## src/rtl/vector_operand_stage.sv

```systemverilog
// Vector operand collection stage: VRF read, vx/vi splat, and a
// registered valid/ready bundle toward the vector logic unit.
package vector_operand_pkg;
  typedef struct packed {
    logic [5:0] funct6;
    logic [4:0] vd;
    logic       vm;
  } execution_vector_t;
endpackage

module vector_operand_stage
  import vector_operand_pkg::*;
#(
  parameter int VLEN    = 64,
  parameter int ELEN    = 64,
  parameter int VREG_AW = 5
) (
  input  logic                   clk,
  input  logic                   rst_n,
  input  logic                   issue_valid_i,
  output logic                   issue_ready_o,
  input  execution_vector_t      issue_ev_i,
  input  logic [VREG_AW-1:0]     issue_vs2_addr_i,
  input  logic [VREG_AW-1:0]     issue_vs1_addr_i,
  input  logic [1:0]             issue_opsel_i,
  input  logic [1:0]             issue_sew_i,
  input  logic [ELEN-1:0]        issue_rs1_i,
  input  logic [4:0]             issue_imm_i,
  output logic                   vrf_rd_en_o,
  output logic [VREG_AW-1:0]     vrf_rd_addr_a_o,
  output logic [VREG_AW-1:0]     vrf_rd_addr_b_o,
  input  logic [VLEN-1:0]        vrf_rd_data_a_i,
  input  logic [VLEN-1:0]        vrf_rd_data_b_i,
  output logic                   out_valid_o,
  input  logic                   out_ready_i,
  output execution_vector_t      execution_vector,
  output logic [VLEN-1:0]        vs2,
  output logic [VLEN-1:0]        vs1,
  output logic                   illegal_o
);

  typedef enum logic [1:0] {
    S_IDLE,
    S_FETCH,
    S_HOLD
  } state_t;

  state_t            r_state;
  execution_vector_t r_ev;
  logic [1:0]        r_opsel;
  logic [1:0]        r_sew;
  logic [63:0]       r_rs1;
  logic [4:0]        r_imm;
  logic              r_valid;
  logic              r_illegal;
  logic [VLEN-1:0]   r_vs2;
  logic [VLEN-1:0]   r_vs1;
  execution_vector_t r_ev_out;

  logic              w_ready;
  logic              w_acc;
  logic              w_bad;
  logic              w_legal;
  logic [63:0]       w_imm64;
  logic [VLEN-1:0]   w_vs1;

  function automatic logic [VLEN-1:0] splat(
    input logic [63:0] v,
    input logic [1:0]  sew
  );
    logic [VLEN-1:0] s;
    s = '0;
    unique case (1'b1)
      (sew == 2'b00): s = {(VLEN/8){v[7:0]}};
      (sew == 2'b01): s = {(VLEN/16){v[15:0]}};
      (sew == 2'b10): s = {(VLEN/32){v[31:0]}};
      default:        s = {(VLEN/64){v}};
    endcase
    return s;
  endfunction

  assign w_ready = (r_state == S_IDLE) |
                   ((r_state == S_HOLD) & out_ready_i);
  assign w_acc   = issue_valid_i & w_ready;
  assign w_bad   = w_acc & (issue_opsel_i == 2'b11);
  assign w_legal = w_acc & ~w_bad;

  assign issue_ready_o   = w_ready;
  assign vrf_rd_en_o     = w_legal;
  assign vrf_rd_addr_a_o = issue_vs2_addr_i;
  assign vrf_rd_addr_b_o = issue_vs1_addr_i;

  // Low SEW bits of the sign-extended simm5 equal simm5 extended to SEW.
  assign w_imm64 = {{59{r_imm[4]}}, r_imm};

  always_comb begin
    w_vs1 = '0;
    unique case (1'b1)
      (r_opsel == 2'b00): w_vs1 = vrf_rd_data_b_i;
      (r_opsel == 2'b01): w_vs1 = splat(r_rs1, r_sew);
      default:            w_vs1 = splat(w_imm64, r_sew);
    endcase
  end

  always_ff @(posedge clk or negedge rst_n) begin
    if (!rst_n) begin
      r_state   <= S_IDLE;
      r_ev      <= '0;
      r_opsel   <= '0;
      r_sew     <= '0;
      r_rs1     <= '0;
      r_imm     <= '0;
      r_valid   <= 1'b0;
      r_illegal <= 1'b0;
      r_vs2     <= '0;
      r_vs1     <= '0;
      r_ev_out  <= '0;
    end else begin
      r_illegal <= w_bad;
      if (w_legal) begin
        r_ev    <= issue_ev_i;
        r_opsel <= issue_opsel_i;
        r_sew   <= issue_sew_i;
        r_rs1   <= 64'(issue_rs1_i);
        r_imm   <= issue_imm_i;
      end
      unique case (r_state)
        S_IDLE: begin
          if (w_legal) r_state <= S_FETCH;
        end
        S_FETCH: begin
          r_vs2    <= vrf_rd_data_a_i;
          r_vs1    <= w_vs1;
          r_ev_out <= r_ev;
          r_valid  <= 1'b1;
          r_state  <= S_HOLD;
        end
        S_HOLD: begin
          if (out_ready_i) begin
            r_valid <= 1'b0;
            r_state <= w_legal ? S_FETCH : S_IDLE;
          end
        end
        default: r_state <= S_IDLE;
      endcase
    end
  end

  assign out_valid_o      = r_valid;
  assign illegal_o        = r_illegal;
  assign vs2              = r_vs2;
  assign vs1              = r_vs1;
  assign execution_vector = r_ev_out;

endmodule

```

## config.mk

```make
export PLATFORM = sky130hd
export DESIGN_NAME = vector_operand_stage
export DESIGN_NICKNAME = d
export VERILOG_FILES = /design/src/rtl/vector_operand_stage.sv
export SDC_FILE = /design/constraint.sdc
export NUM_CORES = 1
export LEC_CHECK = 0
export BUFFER_PORTS_ARGS = -buffer_cell sky130_fd_sc_hd__buf_2
export CELL_PAD_IN_SITES_DETAIL_PLACEMENT = 1
export CELL_PAD_IN_SITES_GLOBAL_PLACEMENT = 1
export CORE_AREA = 3 3 172 174
export CTS_CLUSTER_SIZE = 10
export DETAILED_ROUTE_END_ITERATION = 7
export DIE_AREA = 0 0 175 177
export GPL_ROUTABILITY_DRIVEN = 1
export HOLD_SLACK_MARGIN = 0.15
export PLACE_DENSITY = 0.76
export SLEW_MARGIN = 20
export SYNTH_ARGS = -nofsm -noshare
export SYNTH_HDL_FRONTEND = slang
export SYNTH_SLANG_ARGS = --single-unit
```

## constraint.sdc

```tcl
create_clock -name clk -period 1.9 [get_ports clk]
set_input_delay 0.38 -clock clk [delete_from_list [all_inputs] [get_ports clk]]
set_output_delay 0.38 -clock clk [all_outputs]
set_load 0.02 [all_outputs]
```

======== Word-level counts from Yosys, hierarchy flattened ========
Index checks and enable logic that the tools add are counted.
word-level totals
  register bits ........................... 229
  bits of input ports ..................... 227
  output and inout port bits .............. 154
  word-level logic and storage cells ...... 44
operators by class
  eq/ne operators ......................... 8
  muxes and demuxes ....................... 9
  bitwise operators ....................... 6
  reductions and logical operators ........ 6
operators by type and width
  cell                number
  $pmux 64 s3         1
  $pmux 60 s3         1
  $pmux 64 s2         1
  $eq 2x1->1 const B  3
  $eq 2x2->1 const B  3
  $logic_not 2->1     3
  $pmux 2 s3          1
  $and 1x1->1         4
  $mux 2              2
  $ne 2x2->1 const B  2
  $reduce_and 2->1    2
  $mux 1              2
  $pmux 1 s2          1
  $reduce_bool 2->1   1
  $not 1->1           1
  $or 1x1->1          1

======== Logic depth before layout (Yosys ltp) ========
Gate-level depths: netlist of the first run.
  depth after elaboration ................. 10
  depth in mapped cells ................... 7
  depth with buffers taken out ............ 4

======== Least setup slack after synthesis of the first run ========
No wires, ideal clock.
  kind .................................... flip-flop to flip-flop
  from .................................... reg r_sew[1]
  to ...................................... reg r_vs1[14] (netlist: vs1[14])
  arrival ................................. 1.462 ns
  required time ........................... 1.774 ns
  setup slack ............................. 0.312 ns
  cell stages (with the launch flop) ...... 7
  cells stage by stage .................... dfrtp_1 buf_4 nor2_4 buf_6 mux2_2 a221oi_1 nor2_1
between the ends
  word-level cells in the longest chain between the ends .. 3
  elaborated cells between the ends (all ways) .. 5
RTL lines
  element                                   line  RTL
  from (decl)                               51    logic [1:0] r_sew;
  from (signal assigned)                    123   r_sew <= issue_sew_i;
  $eq 2x2->1, or another cell as far along  76    (sew == 2'b10): s = {(VLEN/32){v[31:0]}};
  $pmux 64 s3 (*)                           73    unique case (1'b1)
  $pmux 64 s2 (*)                           98    unique case (1'b1)
  to (signal assigned)                      133   r_vs1 <= w_vs1;
  to (decl)                                 57    logic [VLEN-1:0] r_vs1;
Every way passes the cells marked *; elsewhere a longest branch is shown, timed or not.
A chain may end at the register's enable or synchronous reset.

======== Worst setup path in the final report of the first run ========
  from .................................... in issue_opsel_i[1]
  to ...................................... out vrf_rd_en_o
between the ends
  word-level cells in the longest chain between the ends .. 4
RTL lines
  element      line  RTL
  from (decl)  25    input logic [1:0] issue_opsel_i,
  $eq 2x2->1   85    assign w_bad = w_acc & (issue_opsel_i == 2'b11);
  $and 1x1->1  85
  $not 1->1    86    assign w_legal = w_acc & ~w_bad;
  $and 1x1->1  86
  to (decl)    29    output logic vrf_rd_en_o,
Every way passes these cells.

==> results of run 1 <==
-- metrics by stage --
| stage | setup TNS (ns) | std cells |
|---|---|---|
| 6_report | -0.0296 | 1909 |
| 5_1_grt | -0.105 | 1909 |
| 4_1_cts | -0.329 | 1900 |
| 3_5_place_dp | 0 | 1690 |
| 3_3_place_gp | 0 | 1690 |
| 2_1_floorplan | 0 | 987 |
-- what timing repair did --
item,in CTS,in global routing
pin swaps,0,1
cloned,0,0
endpoints found under the hold margin,219,0
buffers inserted,5,2
endpoints found under the setup margin,2,79
resized for setup,7,5
hold buffers,164,0
-- synthesized netlist by cell type, drive strengths merged --
library cell / n / area share [%]
a2bb2oi: 2 / 0.17
o221ai: 4 / 0.34
nor3: 7 / 0.34
clkbuf: 12 / 0.43
a32oi: 2 / 0.17
nor2b: 8 / 0.48
nand2: 271 / 9.8
o32ai: 2 / 0.17
a22oi: 18 / 1.3
a221oi: 26 / 2.4
a21o: 6 / 0.43
a311oi: 4 / 0.34
or2: 1 / 0.060
nand2b: 8 / 0.51
a31oi: 23 / 1.4
o21ai: 31 / 1.5
buf: 64 / 4.1
dfrtp: 229 / 55
a21oi: 39 / 1.9
o22a: 2 / 0.17
mux2i: 25 / 2.4
and2: 4 / 0.27
mux2: 115 / 13
nor2: 71 / 2.6
a221o: 1 / 0.096
inv: 6 / 0.22
nand3b: 6 / 0.55
-- worst max-delay path by stage --
stage	from	slack [ns]	to	cells after the start
after global routing	r_state[1]	-0.08	vrf_rd_en_o	5
after detailed placement	out_ready_i	0.08	r_imm[0]	7
final	issue_opsel_i[1]	-0.03	vrf_rd_en_o	5
after floorplan	r_sew[1]	0.31	vs1[14]	6
after CTS	r_state[1]	-0.05	vrf_rd_en_o	5
after global placement	out_ready_i	0.13	r_rs1[49]	7
-- power groups by stage --
stage | clock network (W) | registers [W] | logic (W)
floorplan | 0 | 0.00915 | 0.00330
detailed placement | 0 | 0.00796 | 0.00783
global route | 0.00531 | 0.00820 | 0.00901
CTS | 0.00507 | 0.00790 | 0.00819
global placement | 0 | 0.00787 | 0.00762
finish | 0.00502 | 0.00802 | 0.00842
-- flip-flops by register name, summed over array words and instances (netlist names) --
signal	cells
execution_vector	12
r_imm	5
out_valid_o	1
r_ev	12
r_rs1	64
vs2	64
illegal_o	1
vs1	64
r_sew	2
r_state	2
r_opsel	2
-- final cells by class --
class	count	area (um2)
multi-input cells	676	4210
flip-flops and latches	229	5740
diodes	7	17.5
clock buffers	38	790
repair buffers	572	3980
well taps	378	473
inverters	6	22.5
fillers	3155	12700
clock inverters	3	40.0
-- metal layers --
layer,up-vias,GRT usage [%],part of all wire [%]
li1,4428,-,-
met1,5062,34.0,39
met2,415,51.0,51
met3,96,5.00,6.0
met4,4,9.64,3.6
met5,-,0,0.047
-- tightest hold or removal path, stage by stage --
cell and delay (ns):
sky130_fd_sc_hd__buf_2 0.09, sky130_fd_sc_hd__a221oi_2 0.08, sky130_fd_sc_hd__nor2_1 0.10
-- cells by family (layout without fill, tap and decap cells) --
kind of cell | count (synthesis) | count (layout) | share of synthesized area, %
flip-flops | 229 | 229 | 55.2
AO/OA/AOI/OAI | 160 | 160 | 10.4
other | 0 | 7 | 0
multiplexers | 140 | 140 | 15.0
buffers and inverters | 82 | 619 | 4.72
AND/OR/NAND/NOR | 376 | 376 | 14.6
==> flow_summary.rst, run 1 <==
.. list-table::
   :header-rows: 1

   * - Metric
     - Value
   * - Outcome
     - complete, but fails checks
   * - Failing checks
     - setup timing
   * - Reg-to-reg startpoint
     - r_state[1]
   * - Effective utilization at floorplan
     - 37.2%
   * - IO Port Bufs
     - 360
   * - Worst path arrival time
     - 1.55 ns
   * - Class of the tightest hold or removal check
     - in2reg
   * - Smallest setup slack after layout
     - -0.0296 ns
   * - Leading cell type in the layout, fill and taps excluded
     - sky130_fd_sc_hd__buf_2
   * - Hold slack final
     - 0.162 ns
   * - Flops & latches, synth
     - 229
   * - Global routing usage summed across all routing layers
     - 28.2%
   * - Post-layout minimum cycle time
     - 1.93 ns
   * - Clock latency on the worst-skew pair
     - 0.54 ns
   * - Detail Placement HPWL
     - 29000 um
   * - Clock Root Buffer
     - sky130_fd_sc_hd__clkbuf_16
   * - Unrepaired setup endpoints after global routing
     - true
   * - Vias in the first global route
     - 11100
   * - Final setup violating endpoints
     - 1
   * - Syn-to-layout area delta
     - 47.1%
   * - Post-CTS clock slew at the launch and capture registers of the worst setup and hold paths
     - 0.06 ns
   * - Switching part of the total power
     - 40.2%
   * - Share of final-layout standard cells stronger than drive strength 1
     - 37.7%
   * - Placement Setup Slack
     - 0.0804 ns
   * - Post-synthesis area per instance
     - 10.5 um2
   * - Period utilisation layout
     - 102%
   * - Synth unique cells
     - 38
   * - Net count of the mapped netlist
     - 1214
   * - Capture instance of the worst register-to-register path
     - r_rs1[39]
   * - Buffering stage count on the worst path with inverters included
     - 4
   * - Final max-slew violation count
     - 0
   * - Worst Path Required
     - 1.52 ns
   * - Initial antenna violation count
     - 8
   * - Logic gate share of total power
     - 39.2%
   * - WHS Endpoint
     - vs1[20]
   * - Slowest CP cell
     - sky130_fd_sc_hd__dlygate4sd3_1
   * - Detail-routed via count per cell
     - 5.24
   * - Last weighted congestion value of the routability-driven placer
     - 0.830
   * - Most frequent cells in the layout
     - 357 x sky130_fd_sc_hd__buf_2, 271 x sky130_fd_sc_hd__nand2_1, 225 x sky130_fd_sc_hd__dfrtp_1
   * - Layout Utilization
     - 54.7%
   * - Maxcap violations
     - 0
   * - Kind of critical path
     - in2out
   * - Cell area after layout
     - 0.0153 mm2
   * - Area of the mapped netlist
     - 0.0104 mm2
   * - Ordered cell list for the critical path
     - dlygate4sd3_1 -> buf_2 -> a21oi_4 -> buf_12 -> buf_8
   * - FMAX
     - 518 MHz
   * - Maximum ir drop on the vdd rail
     - 0.000787 V
   * - Grt total ovfl
     - 0
   * - Placed Instance Area
     - 0.0127 mm2
   * - Die span in x
     - 175 um
   * - Number of cells traversed by the worst hold path
     - 3
   * - Cell leakage power
     - 7.47 nW
   * - Total internal power
     - 0.0128 W
   * - Iteration-0 DRC count of the detailed router
     - 598
   * - DRC
     - 0
   * - DRT Pass-1 Iters
     - 5
   * - Slew @ Worst Pin
     - 0.569 ns
   * - Boundary Pins
     - 381
   * - Clock sink total
     - 229
   * - Setup slack of the worst register-to-register path
     - 0.04 ns
   * - Largest net degree at the start of global routing
     - 79
   * - Area of the die
     - 0.0310 mm2
   * - Final hold violations
     - 0
   * - DRT antenna net count
     - 0
   * - DIE HEIGHT
     - 177 um
   * - Net Sw Power
     - 0.00863 W
   * - Type of origin of the critical path
     - input pin
   * - Area inside the core boundary
     - 0.0279 mm2
   * - Worst Hold Launch
     - vrf_rd_data_b_i[20]
   * - Overall via count from detail_route
     - 10000
   * - First-pass GRT wire length
     - 67800 um
   * - Cells on worst reg2reg path
     - 7
   * - Crit path largest cell delay
     - 0.56 ns
   * - Post-layout net count
     - 1740
   * - Post-layout power
     - 0.0215 W
   * - Routed wire length per instance
     - 23.5 um
   * - CTS tree
     - yes
   * - Sequential share of power
     - 37.4%
   * - Cell area power density
     - 1410 mW/mm2
   * - # rows
     - 61
   * - Cells after synthesis
     - 987
   * - Max_slew headroom
     - 62.0%
   * - Largest driver fanout on the critical path
     - 5
   * - Max clock buf depth
     - 3
   * - Final worst clock skew
     - 0.0202 ns
   * - Final Routed Wirelength
     - 44900 um
   * - Sequential-to-total area share from yosys stat
     - 55.2%
   * - Clock buffer count from CTS
     - 28
   * - Kind of capture point of the worst setup path
     - output pin
   * - Syn. warnings
     - 0
   * - H-Tree Depth
     - 1
   * - Clock power frac
     - 23.4%
   * - Category of cells accounting for the largest share of critical-path delay
     - buffers and inverters
Power figures use the tool's default switching activity.
==> inputs of run 2 (changes only) <==
--- a/config.mk
+++ b/config.mk
@@ -8,13 +8,13 @@
 export BUFFER_PORTS_ARGS = -buffer_cell sky130_fd_sc_hd__buf_2
 export CELL_PAD_IN_SITES_DETAIL_PLACEMENT = 1
 export CELL_PAD_IN_SITES_GLOBAL_PLACEMENT = 1
-export CORE_AREA = 3 3 172 174
+export CORE_AREA = 3 3 166 168
 export CTS_CLUSTER_SIZE = 10
 export DETAILED_ROUTE_END_ITERATION = 7
-export DIE_AREA = 0 0 175 177
+export DIE_AREA = 0 0 169 171
 export GPL_ROUTABILITY_DRIVEN = 1
 export HOLD_SLACK_MARGIN = 0.15
-export PLACE_DENSITY = 0.76
+export PLACE_DENSITY = 0.81
 export SLEW_MARGIN = 20
 export SYNTH_ARGS = -nofsm -noshare
 export SYNTH_HDL_FRONTEND = slang
==> constraint.sdc (replaced) <==
create_clock -name clk -period 2.4 [get_ports clk]
set_input_delay 0.48 -clock clk [delete_from_list [all_inputs] [get_ports clk]]
set_output_delay 0.48 -clock clk [all_outputs]
set_load 0.02 [all_outputs]
==> flow_summary.rst, run 2 (synthesis results as in run 1) <==
.. list-table::
   :header-rows: 1

   * - Metric
     - Value
   * - Outcome
     - complete, no violations (was complete, but fails checks)
   * - Capture instance of the worst register-to-register path
     - r_rs1[38] (was r_rs1[39])
   * - H-Tree Depth
     - 1 (unchanged)
   * - Type of origin of the critical path
     - flop (was input pin)
   * - Placement Setup Slack
     - 0.282 ns (was 0.0804 ns)
   * - Post-layout net count
     - 1589 (was 1740)
   * - TNS Setup
     - 0 ns (was -0.0296 ns)
   * - Worst path arrival time
     - 1.75 ns (was 1.55 ns)
   * - Overall via count from detail_route
     - 9200 (was 10000)
   * - Period utilisation layout
     - 92.9%
   * - Most frequent cells in the layout
     - 359 x sky130_fd_sc_hd__buf_2, 271 x sky130_fd_sc_hd__nand2_1, 227 x sky130_fd_sc_hd__dfrtp_1 (was 357 x sky130_fd_sc_hd__buf_2, 271 x sky130_fd_sc_hd__nand2_1, 225 x sky130_fd_sc_hd__dfrtp_1)
   * - DRC
     - 0 (unchanged)
   * - Sequential share of power
     - 39.4% (was 37.4%)
   * - Clock Root Buffer
     - sky130_fd_sc_hd__clkbuf_16 (unchanged)
   * - Clock latency on the worst-skew pair
     - 0.52 ns (was 0.54 ns)
   * - Logic gate share of total power
     - 38.1% (was 39.2%)
   * - First element of the critical path
     - r_state[1] (was issue_opsel_i[1])
   * - DIE HEIGHT
     - 171 um (was 177 um)
   * - Net Sw Power
     - 0.00645 W (was 0.00863 W)
   * - Kind of capture point of the worst setup path
     - output pin (unchanged)
   * - CTS tree
     - yes (unchanged)
   * - Leading cell type in the layout, fill and taps excluded
     - sky130_fd_sc_hd__buf_2 (unchanged)
   * - Critical path endpoint
     - vrf_rd_en_o (unchanged)
   * - Clock power frac
     - 22.4% (was 23.4%)
   * - Largest net degree at the start of global routing
     - 95 (was 79)
   * - Cell area power density
     - 1180 mW/mm2 (was 1410 mW/mm2)
   * - Class of the tightest hold or removal check
     - in2reg (unchanged)
   * - Final max-slew violation count
     - 0 (unchanged)
   * - Cells on worst reg2reg path
     - 6 (was 7)
   * - Grt total ovfl
     - 0 (unchanged)
   * - Maximum ir drop on the vdd rail
     - 0.000669 V (was 0.000787 V)
   * - Global routing usage summed across all routing layers
     - 26.2% (was 28.2%)
   * - FMAX
     - 448 MHz
   * - Reg-to-reg startpoint
     - r_state[1] (unchanged)
   * - Setup slack of the worst register-to-register path
     - 0.35 ns (was 0.04 ns)
   * - Share of final-layout standard cells stronger than drive strength 1
     - 39.7% (was 37.7%)
   * - Vias in the first global route
     - 9896 (was 11100)
   * - Worst Path Required
     - 1.92 ns (was 1.52 ns)
   * - DRT Pass-1 Iters
     - 5 (unchanged)
   * - Ordered cell list for the critical path
     - nand2b_2 -> nand3b_4 -> a21oi_4 -> buf_2 (was dlygate4sd3_1 -> buf_2 -> a21oi_4 -> buf_12 -> buf_8)
   * - Maxcap violations
     - 0 (unchanged)
   * - Final worst clock skew
     - 0.00964 ns (was 0.0202 ns)
   * - Clock sink total
     - 229 (unchanged)
   * - Initial antenna violation count
     - 9 (was 8)
   * - Post-CTS clock slew at the launch and capture registers of the worst setup and hold paths
     - 0.06 ns (about the same)
   * - Die span in x
     - 169 um (was 175 um)
   * - Post-layout minimum cycle time
     - 2.23 ns
   * - Syn-to-layout area delta
     - 30.6% (was 47.1%)
   * - Layout filler cell count
     - 2960 (was 3155)
   * - Max_slew headroom
     - 32.1% (was 62.0%)
   * - First-pass GRT wire length
     - 58900 um (was 67800 um)
   * - # rows
     - 59 (was 61)
   * - Switching part of the total power
     - 40.2% (about the same)
   * - DRT antenna net count
     - 0 (unchanged)
   * - Last weighted congestion value of the routability-driven placer
     - 0.869 (was 0.830)
   * - Max clock buf depth
     - 3 (unchanged)
   * - Routed wire length per instance
     - 23.0 um (was 23.5 um)
   * - Clock buffer count from CTS
     - 27 (was 28)
   * - Kind of critical path
     - reg2out (was in2out)
   * - Detail-routed via count per cell
     - 5.38 (was 5.24)
   * - Effective utilization at floorplan
     - 39.8% (was 37.2%)
   * - Slowest CP cell
     - sky130_fd_sc_hd__dfrtp_1 (was sky130_fd_sc_hd__dlygate4sd3_1)
   * - Smallest setup slack after layout
     - 0.170 ns (was -0.0296 ns)
   * - Total internal power
     - 0.00959 W (was 0.0128 W)
   * - Final Routed Wirelength
     - 39200 um (was 44900 um)
   * - Detail Placement HPWL
     - 28000 um (was 29000 um)
   * - Slew @ Worst Pin
     - 1.02 ns (was 0.569 ns)
   * - Boundary Pins
     - 381 (unchanged)
   * - Unrepaired setup endpoints after global routing
     - false (was true)
   * - Largest driver fanout on the critical path
     - 7 (was 5)
   * - Area inside the core boundary
     - 0.0261 mm2 (was 0.0279 mm2)
   * - Crit path largest cell delay
     - 0.46 ns (was 0.56 ns)
   * - Area of the die
     - 0.0289 mm2 (was 0.0310 mm2)
   * - Cell leakage power
     - 6.74 nW (was 7.47 nW)
   * - Final hold violations
     - 0 (unchanged)
   * - Post-layout power
     - 0.0160 W (was 0.0215 W)
   * - IO Port Bufs
     - 360 (unchanged)
   * - Final setup violating endpoints
     - 0 (was 1)
   * - Iteration-0 DRC count of the detailed router
     - 700 (was 598)
run 2: cell types whose count changed in the layout (fill, tap and decap cells not counted), moves of 2 or more:
cell and delta:
sky130_fd_sc_hd__buf_4 -15, sky130_fd_sc_hd__buf_12 -5, sky130_fd_sc_hd__dfrtp_2 -2, sky130_fd_sc_hd__buf_6 -2
sky130_fd_sc_hd__buf_2 +2, sky130_fd_sc_hd__clkbuf_16 -2, sky130_fd_sc_hd__dfrtp_1 +2, sky130_fd_sc_hd__dlygate4sd3_1 -129
run 2: per-stage QoR:
| step | hold WS (ns) | instances | cell area (um2) | util [%] |
|---|---|---|---|---|
| after detailed placement | 0.458 | 1632 | 12500 | 47.8 |
| final | 0.166 | 1709 | 13600 | 52.0 |
| after CTS | 0.150 | 1703 | 13500 | 52.0 |
| after global routing | 0.165 | 1709 | 13600 | 52.0 |
| after floorplan | 0.184 | 987 | 10400 | - |
| after global placement | 0.447 | 1632 | 12500 | 47.8 |
run 2: worst min path at each step:
stage,start,cells after the start,slack [ns],to
floorplan,rst_n,0,0.18,execution_vector[0]
finish,vrf_rd_data_a_i[44],3,0.17,vs2[44]
CTS,vrf_rd_data_a_i[41],3,0.15,vs2[41]
global route,issue_rs1_i[50],2,0.17,r_rs1[50]
detailed placement,execution_vector[3],2,0.46,execution_vector[3]
global placement,r_ev[7],2,0.45,execution_vector[7]
run 2: routing by layer:
layer	wire (um)	vias up	GRT usage, %
met4	1540	6	9.74
met5	36	-	0
li1	-	4116	-
met2	19200	369	45.3
met3	2780	93	5.80
met1	15700	4616	32.2
run 2: power by group through the flow:
stage,sequential [W],combinational (W),clock [W]
after floorplan,0.00725,0.00261,0
after global placement,0.00627,0.00585,0
after detailed placement,0.00635,0.00603,0
after CTS,0.00630,0.00613,0.00366
after global routing,0.00650,0.00658,0.00384
final,0.00632,0.00612,0.00360
run 2: worst max-delay path: cells and delay by family, from the launching register on:
family                 cells  cell delay [ns]
buffers and inverters      1             0.23
AND/OR/NAND/NOR            2             0.28
AO/OA/AOI/OAI              1             0.25
flip-flops                 1             0.46
run 2: layout make-up:
type / count / area, um2 / share of cell area (%)
Timing Repair Buffer: 422 / 2450 / 18.1
Multi-Input combinational cell: 676 / 4190 / 30.9
Inverter: 6 / 22.5 / 0.166
Clock buffer: 34 / 722 / 5.32
Sequential cell: 229 / 5730 / 42.3
Antenna cell: 6 / 15.0 / 0.111
Tap cell: 335 / 419 / 3.09
Clock inverter: 1 / 5.00 / 0.0369
run 2: timing repair:
| item | in CTS | in global routing |
|---|---|---|
| gates resized for setup | 0 | 0 |
| hold endpoints to repair | 91 | 0 |
| hold buffers | 35 | 0 |
| buffers inserted | 1 | 0 |
| endpoints found under the setup margin | 1 | 0 |
